**src/rtl/tl_a_arbiter.sv**
```systemverilog
// -----------------------------------------------------------------------------
// tl_a_arbiter
// Round-robin arbiter for the TileLink A channel. It picks one of n requesters,
// drives the one-hot select of the downstream bundle mux, and owns the
// valid/ready handshake. A multi-beat message holds the grant until its last
// beat, so beats from different sources never interleave.
//
// Ports
//   i_clock       : sole clock, rising edge
//   i_reset_n     : asynchronous active-low reset
//   i_in_valid    : [n]        requester i presents a beat
//   i_in_beats    : [n*beatw]  per requester, beats in message minus 1
//                              (field i at [i*beatw +: beatw], first beat only)
//   o_in_ready    : [n]        beat of requester i accepted this cycle
//   i_out_ready   : downstream A channel ready
//   o_out_valid   : selected requester's beat is valid
//   o_select      : [n]        one-hot (or all-zero) bundle-mux select
//   o_out_first   : current beat is the first of its message
//   o_out_last    : current beat is the last of its message
// -----------------------------------------------------------------------------
module tl_a_arbiter #(
    parameter int unsigned n     = 4,
    parameter int unsigned beatw = 4
) (
    input  logic                 i_clock,
    input  logic                 i_reset_n,
    input  logic [n-1:0]         i_in_valid,
    input  logic [n*beatw-1:0]   i_in_beats,
    output logic [n-1:0]         o_in_ready,
    input  logic                 i_out_ready,
    output logic                 o_out_valid,
    output logic [n-1:0]         o_select,
    output logic                 o_out_first,
    output logic                 o_out_last
);

    localparam int unsigned PW = (n > 1) ? $clog2(n) : 1;

    typedef enum logic {
        IDLE = 1'b0,
        LOCK = 1'b1
    } mode_t;

    mode_t             r_mode;
    logic [PW-1:0]     r_ptr;
    logic [PW-1:0]     r_owner;
    logic [beatw-1:0]  r_rem;

    logic              w_found;
    logic [PW-1:0]     w_gnt;
    logic [31:0]       w_scan;
    logic [beatw-1:0]  w_gnt_beats;
    logic              w_hs;

    function automatic logic [n-1:0] onehot(input logic [PW-1:0] idx);
        logic [n-1:0] v;
        v = '0;
        v[idx] = 1'b1;
        return v;
    endfunction

    function automatic logic [PW-1:0] next_idx(input logic [PW-1:0] idx);
        return (idx == PW'(n - 1)) ? '0 : idx + 1'b1;
    endfunction

    // Scan starting at r_ptr and wrapping mod n; the first valid wins.
    always_comb begin
        w_found = 1'b0;
        w_gnt   = '0;
        w_scan  = '0;
        for (int unsigned k = 0; k < n; k++) begin
            w_scan = (32'(r_ptr) + k) % n;
            if (!w_found && i_in_valid[w_scan[PW-1:0]]) begin
                w_found = 1'b1;
                w_gnt   = w_scan[PW-1:0];
            end
        end
    end

    assign w_gnt_beats = i_in_beats[w_gnt*beatw +: beatw];

    always_comb begin
        o_select    = '0;
        o_out_valid = 1'b0;
        o_out_first = 1'b0;
        o_out_last  = 1'b0;
        if (r_mode == IDLE) begin
            o_select    = w_found ? onehot(w_gnt) : '0;
            o_out_valid = |i_in_valid;
            o_out_first = 1'b1;
            o_out_last  = (w_gnt_beats == '0);
        end else begin
            // Locked: other requesters are invisible until the burst ends.
            o_select    = onehot(r_owner);
            o_out_valid = i_in_valid[r_owner];
            o_out_first = 1'b0;
            o_out_last  = (r_rem == beatw'(1));
        end
    end

    assign w_hs       = o_out_valid & i_out_ready;
    assign o_in_ready = o_select & {n{w_hs}};

    always_ff @(posedge i_clock or negedge i_reset_n) begin
        if (!i_reset_n) begin
            r_mode  <= IDLE;
            r_ptr   <= '0;
            r_owner <= '0;
            r_rem   <= '0;
        end else if (w_hs) begin
            if (r_mode == IDLE) begin
                if (w_gnt_beats == '0) begin
                    r_ptr <= next_idx(w_gnt);
                end else begin
                    r_mode  <= LOCK;
                    r_owner <= w_gnt;
                    r_rem   <= w_gnt_beats;
                end
            end else begin
                r_rem <= r_rem - 1'b1;
                if (r_rem == beatw'(1)) begin
                    r_mode <= IDLE;
                    r_ptr  <= next_idx(r_owner);
                end
            end
        end
    end

endmodule

```
**config.mk**
```make
export PLATFORM = sky130hd
export DESIGN_NAME = tl_a_arbiter
export DESIGN_NICKNAME = d
export VERILOG_FILES = /design/src/rtl/tl_a_arbiter.sv
export SDC_FILE = /design/constraint.sdc
export NUM_CORES = 1
export LEC_CHECK = 0
export ABC_AREA = 1
export CORE_UTILIZATION = 48
export DETAILED_ROUTE_END_ITERATION = 10
export PLACE_DENSITY = 0.8
export SETUP_SLACK_MARGIN = 0.5
export SLEW_MARGIN = 10
export SYNTH_ARGS = -nofsm -noshare
export SYNTH_HDL_FRONTEND = slang
export SYNTH_SLANG_ARGS = --single-unit
```
**constraint.sdc**
```tcl
create_clock -name i_clock -period 4.55 [get_ports i_clock]
set_input_delay 0.91 -clock i_clock [delete_from_list [all_inputs] [get_ports i_clock]]
set_output_delay 0.91 -clock i_clock [all_outputs]
set_load 0.05 [all_outputs]
```
======== Word-level counts from Yosys, hierarchy flattened ========
Index checks and enable logic that the tools add are counted.
word-level totals
  flip-flop bits (word level) ............. 9
  bits of input ports ..................... 23
  word-level logic and storage cells ...... 79
operators by class
  add/sub/neg operators ................... 6
  magnitude comparators ................... 8
  equal/unequal tests ..................... 5
  shift-type cells ........................ 1
  muxes and demuxes ....................... 37
  bitwise gates (word level) .............. 4
  reductions and logical operators ........ 14
operators by type and width
  kind                                                                count
  < comparator 2 x 3 -> 1 bit (second input constant)                 6
  2-to-1 mux 2 bit                                                    9
  2-to-1 mux 1 bit                                                    17
  2-to-1 mux 4 bit                                                    4
  variable part select 16 x 5 -> 4 bit                                1
  binary-select mux 1 bit (select 2 bit)                              5
  adder 2 x 1 -> 2 bit (second input constant)                        3
  AND reduction 3 bit                                                 2
  logical AND 1 bit                                                   5
  adder 2 bit (second input constant)                                 2
  AND 4 bit                                                           1
  demux 1 bit (select 2 bit)                                          2
  equality test 2 bit (second input constant)                         2
  equality test 4 x 1 -> 1 bit (second input constant)                1
  greater-or-equal comparator 2 x 1 -> 1 bit (second input constant)  2
  logical NOT 4 bit                                                   1
  OR reduction 4 bit                                                  1
  subtractor 4 x 1 -> 4 bit (second input constant)                   1
  logical NOT 1 bit                                                   3
  inequality test 2 x 1 -> 1 bit (second input constant)              1
  inequality test 2 bit (second input constant)                       1
  inverter 1 bit                                                      2
  AND reduction 2 bit                                                 1
  nonzero test 2 bit                                                  1
  AND 1 bit                                                           1

======== Depth between registers and ports, before layout ========
  word-level depth ........................ 19
  depth in mapped cells ................... 20
  depth with buffers taken out ............ 19

======== Worst setup path after synthesis ========
No wires, ideal clock.
  kind .................................... input-to-output
  start ................................... input port i_in_valid[1]
  end ..................................... output port o_in_ready[0]
  data arrival time ....................... 2.832 ns
  path slack .............................. 0.808 ns
  stages on the path ...................... 7
  path buffers ............................ 1
  path through ............................ inv_1 nand4_1 clkbuf_1 o21ai_0 inv_1 nand2_1 a21oi_1
on the way
  elaborated cells between the ends (all ways) .. 35
  classes of those cells .................. order compare: 2; mux: 23; bitwise: 2; reduce/logical: 8
RTL lines
  element                                 RTL line  source
  from (decl)                             27        input logic [n-1:0] i_in_valid,
  binary-select mux 1 bit (select 2 bit)  95        o_out_valid = i_in_valid[r_owner];
  2-to-1 mux 1 bit (not written as such)  95
  2-to-1 mux 1 bit (*)                    87        if (r_mode == IDLE) begin
  via o_out_valid                         31        output logic o_out_valid,
  AND 1 bit (*)                           101       assign w_hs = o_out_valid & i_out_ready;
  AND 4 bit (*)                           102       assign o_in_ready = o_select & {n{w_hs}};
  to (decl)                               29        output logic [n-1:0] o_in_ready,
The timed path passes the listed nets; every way through them passes the cells marked *. The select of a mux whose other input is x is not followed.

======== Worst setup path in the final report ========
  start ................................... input port i_in_valid[2]
  end ..................................... output port o_out_last
on the way
  word-level cells in the longest chain between the ends .. 15
  elaborated cells between the ends (all ways) .. 24
  classes of those cells .................. shift: 1; mux: 16; reduce/logical: 7
RTL lines
  element                                   RTL line  source
  binary-select mux 1 bit (select 2 bit)    73        if (!w_found && i_in_valid[w_scan[PW-1:0]]) begin
  2-to-1 mux 1 bit (not written as such)    73
  2-to-1 mux 1 bit                          73
  logical NOT 1 bit                         73
  logical AND 1 bit                         73
  2-to-1 mux 1 bit                          73
  logical NOT 1 bit                         73
  logical AND 1 bit                         73
  2-to-1 mux 1 bit                          73
  logical NOT 1 bit                         73
  logical AND 1 bit                         73
  2-to-1 mux 2 bit (*)                      73
  via w_gnt[1]                              50        logic [PW-1:0] w_gnt;
  variable part select 16 x 5 -> 4 bit (*)  80        assign w_gnt_beats = i_in_beats[w_gnt*beatw +: beatw];
  logical NOT 4 bit (*)                     91        o_out_last = (w_gnt_beats == '0);
  2-to-1 mux 1 bit (*)                      87
  to (decl)                                 34        output logic o_out_last
Marked as above.

==> flow_summary.ini <==
[cts]
clkTransAtPathRegs_ns = 0.06
max-clock-path-buffers = 2
cts_tree = built
clk_latency_ns = 0.26
htree_num_levels = 1
cts_made_buffers = 3
cts_sinks = 9
cts_root_buffer = clkbuf_4
cts_hold_buf = 0

[run]
max_cap_violations = 0

[min_path]
hold_path_end = r_rem[1]$_DFFE_PN0P_
min_from = r_rem[1]$_DFFE_PN0P_
min_path_cells = 2
min_path_type = register to register

[timing]
hold_violations = 0
timing.final.crit_share = 0.871
worstMarginPinSlew_ns = 0.516
slew_headroom = 0.654
timing.fmax_mhz = 252
setup_viol_count_final = 0
period_minus_slack_ns = 3.96
maxSlewViolCount = 0
rsz0062_at_grt = false
skew_ns = 0.00103
setup_tns_ns = 0

[floorplanning]
core_area_um2 = 2450
fp.dieArea_um2 = 2780
start_util = 0.504
num_rows = 18
ios = 34
die_x_um = 52.8
die_y_um = 52.8

[placed_design]
numPortBuffers = 33
dp_hpwl_um = 2380
place_inst = 267
globalplace.congestion = 0.865

[synthesis]
synthTopCellsByArea = nand2_1 (26%), dfrtp_1 (18%), ha_1 (10%)
ys_warn_count = 0
yosysSeqAreaShare = 0.182
synthArstFlopShare = 1.00
synth_area_per_cell_um2 = 5.94
ys.flop_type = dfrtp_1
synthDominantCellAreaShare = 0.261
yosys.area.top_type = nand2_1
ys_seq_elements = 9
synth_edf_count = 0
syn-cell-area_um2 = 1240
ys_types = 22
syn_inst = 208
syn-num-nets = 241
synth_most_common_cell = nand2_1
yosys-top-cells-count = nand2_1 (86), inv_1 (20), nand3_1 (16), nand4_1 (12), nand2_2 (11)

[detailed_routing]
wl_per_cell_um = 12.1
first_pass_iters = 4
drtIter0Drc = 23
drt-total-wl_um = 3360
drc = 0
routed-via-count = 1447
drt.antenna.violating_nets = 0
vias_per_cell = 5.22

[setup_path]
r2r-end = r_rem[0]$_DFFE_PN0P_
worstPathCellList = clkdlybuf4s50_1 -> inv_2 -> nand2_1 -> nand3_2 -> nand2_1 -> nor2_2 -> nand3_1 -> nand3_1 -> nand2_4 -> inv_2 -> nand2_1 -> nand2_2 -> nor2_4 -> nand2_2 -> nand2_4 -> nand2_2 -> inv_2 -> buf_12
reg2reg_from = r_ptr[0]$_DFFE_PN0P_
slowest_stage = clkdlybuf4s50_1
cp_max_fo = 8
reg2regPathDepth = 17
max_stage_delay_ns = 0.50
crit_type = input pin to output pin
crit_buf_inv = 5
reg2reg_slack_ns = 2.04
crit_path_end_kind = output pin
crit_arrival_ns = 3.05
start_kind = input pin
cp_top_family = simple AND/OR/NAND/NOR gates
crit_required_ns = 3.64

[global_route]
overflow = 0
antenna_found_initial = 0
grt_pass1_wl_um = 4930
grt_max_degree = 18
grt_usage = 0.240
grt_pass1_vias = 1184

[layout]
final.fill_count = 218
antenna_cells = 0
drive_gt1_frac = 0.215
ff_latch_area_um2 = 225
fin_cells = 277
nNetsFinal = 281
multi_input_area_um2 = 945
area_growth_pct = 41.5

[status]
status = complete, no violations
[placed cells by master (no fill, tap or decap), types with 4 or more instances in the layout]
cell	count
a21oi_1	5
clkdlybuf4s50_1	23
ha_1	10
inv_1	18
inv_2	9
nand2_1	83
nand3_1	14
buf_12	5
dfrtp_1	9
o21ai_1	4
nand2_2	13
o21ai_0	8
nand3_2	4
nand4_1	12
buf_4	9
[registers in the layout, summed over array words and instances (netlist names)]
name,count
r_ptr,2
r_rem,4
r_owner,2
r_mode,1
[stage by stage]
| step | utilization | cell area, um2 | hold WS (ns) | setup WS (ns) |
|---|---|---|---|---|
| after floorplan | - | 1240 | 0.473 | 0.808 |
| after global routing | 0.713 | 1750 | 0.579 | 0.444 |
| after detailed placement | 0.659 | 1620 | 0.510 | 0.452 |
| after global placement | 0.659 | 1620 | 0.507 | 0.478 |
| final | 0.713 | 1750 | 0.530 | 0.588 |
| after CTS | 0.673 | 1650 | 0.525 | 0.528 |
[kinds of logic after synthesis]
family	share of synthesized area
AND/OR/NAND/NOR	0.508
buffers and inverters	0.112
AO/OA/AOI/OAI	0.0891
adder cells (fa/ha/maj)	0.101
flip-flops	0.182
XOR/XNOR	0.00709
[worst register-to-register path, cell delays in order (launching register included)]
cell and delay, ns:
dfrtp_1 0.61, inv_2 0.22, nand2_1 0.17, nand3_2 0.09, nand2_1 0.14, nor2_2 0.07
nand3_1 0.08, nand3_1 0.12, nand2_4 0.15, inv_2 0.08, nand2_1 0.09, nand2_2 0.07
nor2_4 0.12, nand3_1 0.09, nand2_2 0.14, inv_2 0.06, nand2_1 0.05, nand2_1 0.05
[cell type report]
cell class                 count  share of cell area
sequential                     9               0.129
clock buffer                   4              0.0150
timing repair buffer          38               0.235
inverter                      28              0.0601
tap                           30              0.0215
multi-input combinational    168               0.540
[routing by layer]
metal / up-vias / global-route usage / wire, um
li1: 750 / - / -
met1: 648 / 0.304 / 1550
met2: 44 / 0.409 / 1640
met3: 5 / 0.0203 / 137
met4: 0 / 0.105 / 40
met5: - / 0 / 0
[worst max-delay path by stage]
stage             startpoint            end  slack (ns)  cells after the start
6_report       i_in_valid[2]     o_out_last        0.59                     18
5_1_grt        i_in_valid[1]  o_in_ready[3]        0.44                     14
2_1_floorplan  i_in_valid[1]  o_in_ready[0]        0.81                      7
3_5_place_dp   i_in_valid[3]     o_out_last        0.45                     18
4_1_cts        i_in_valid[2]     o_out_last        0.53                     18
3_3_place_gp   i_in_valid[3]     o_out_last        0.48                     18
[what timing repair did]
item | in CTS | in global routing
pin swaps | 0 | 4
endpoints found under the setup margin | 2 | 5
buffers inserted | 0 | 4
gates resized for setup | 1 | 15
cloned | 0 | 2
Power is not shown: default switching activity piles up to over one toggle a cycle in this logic, so the estimate is an artifact.
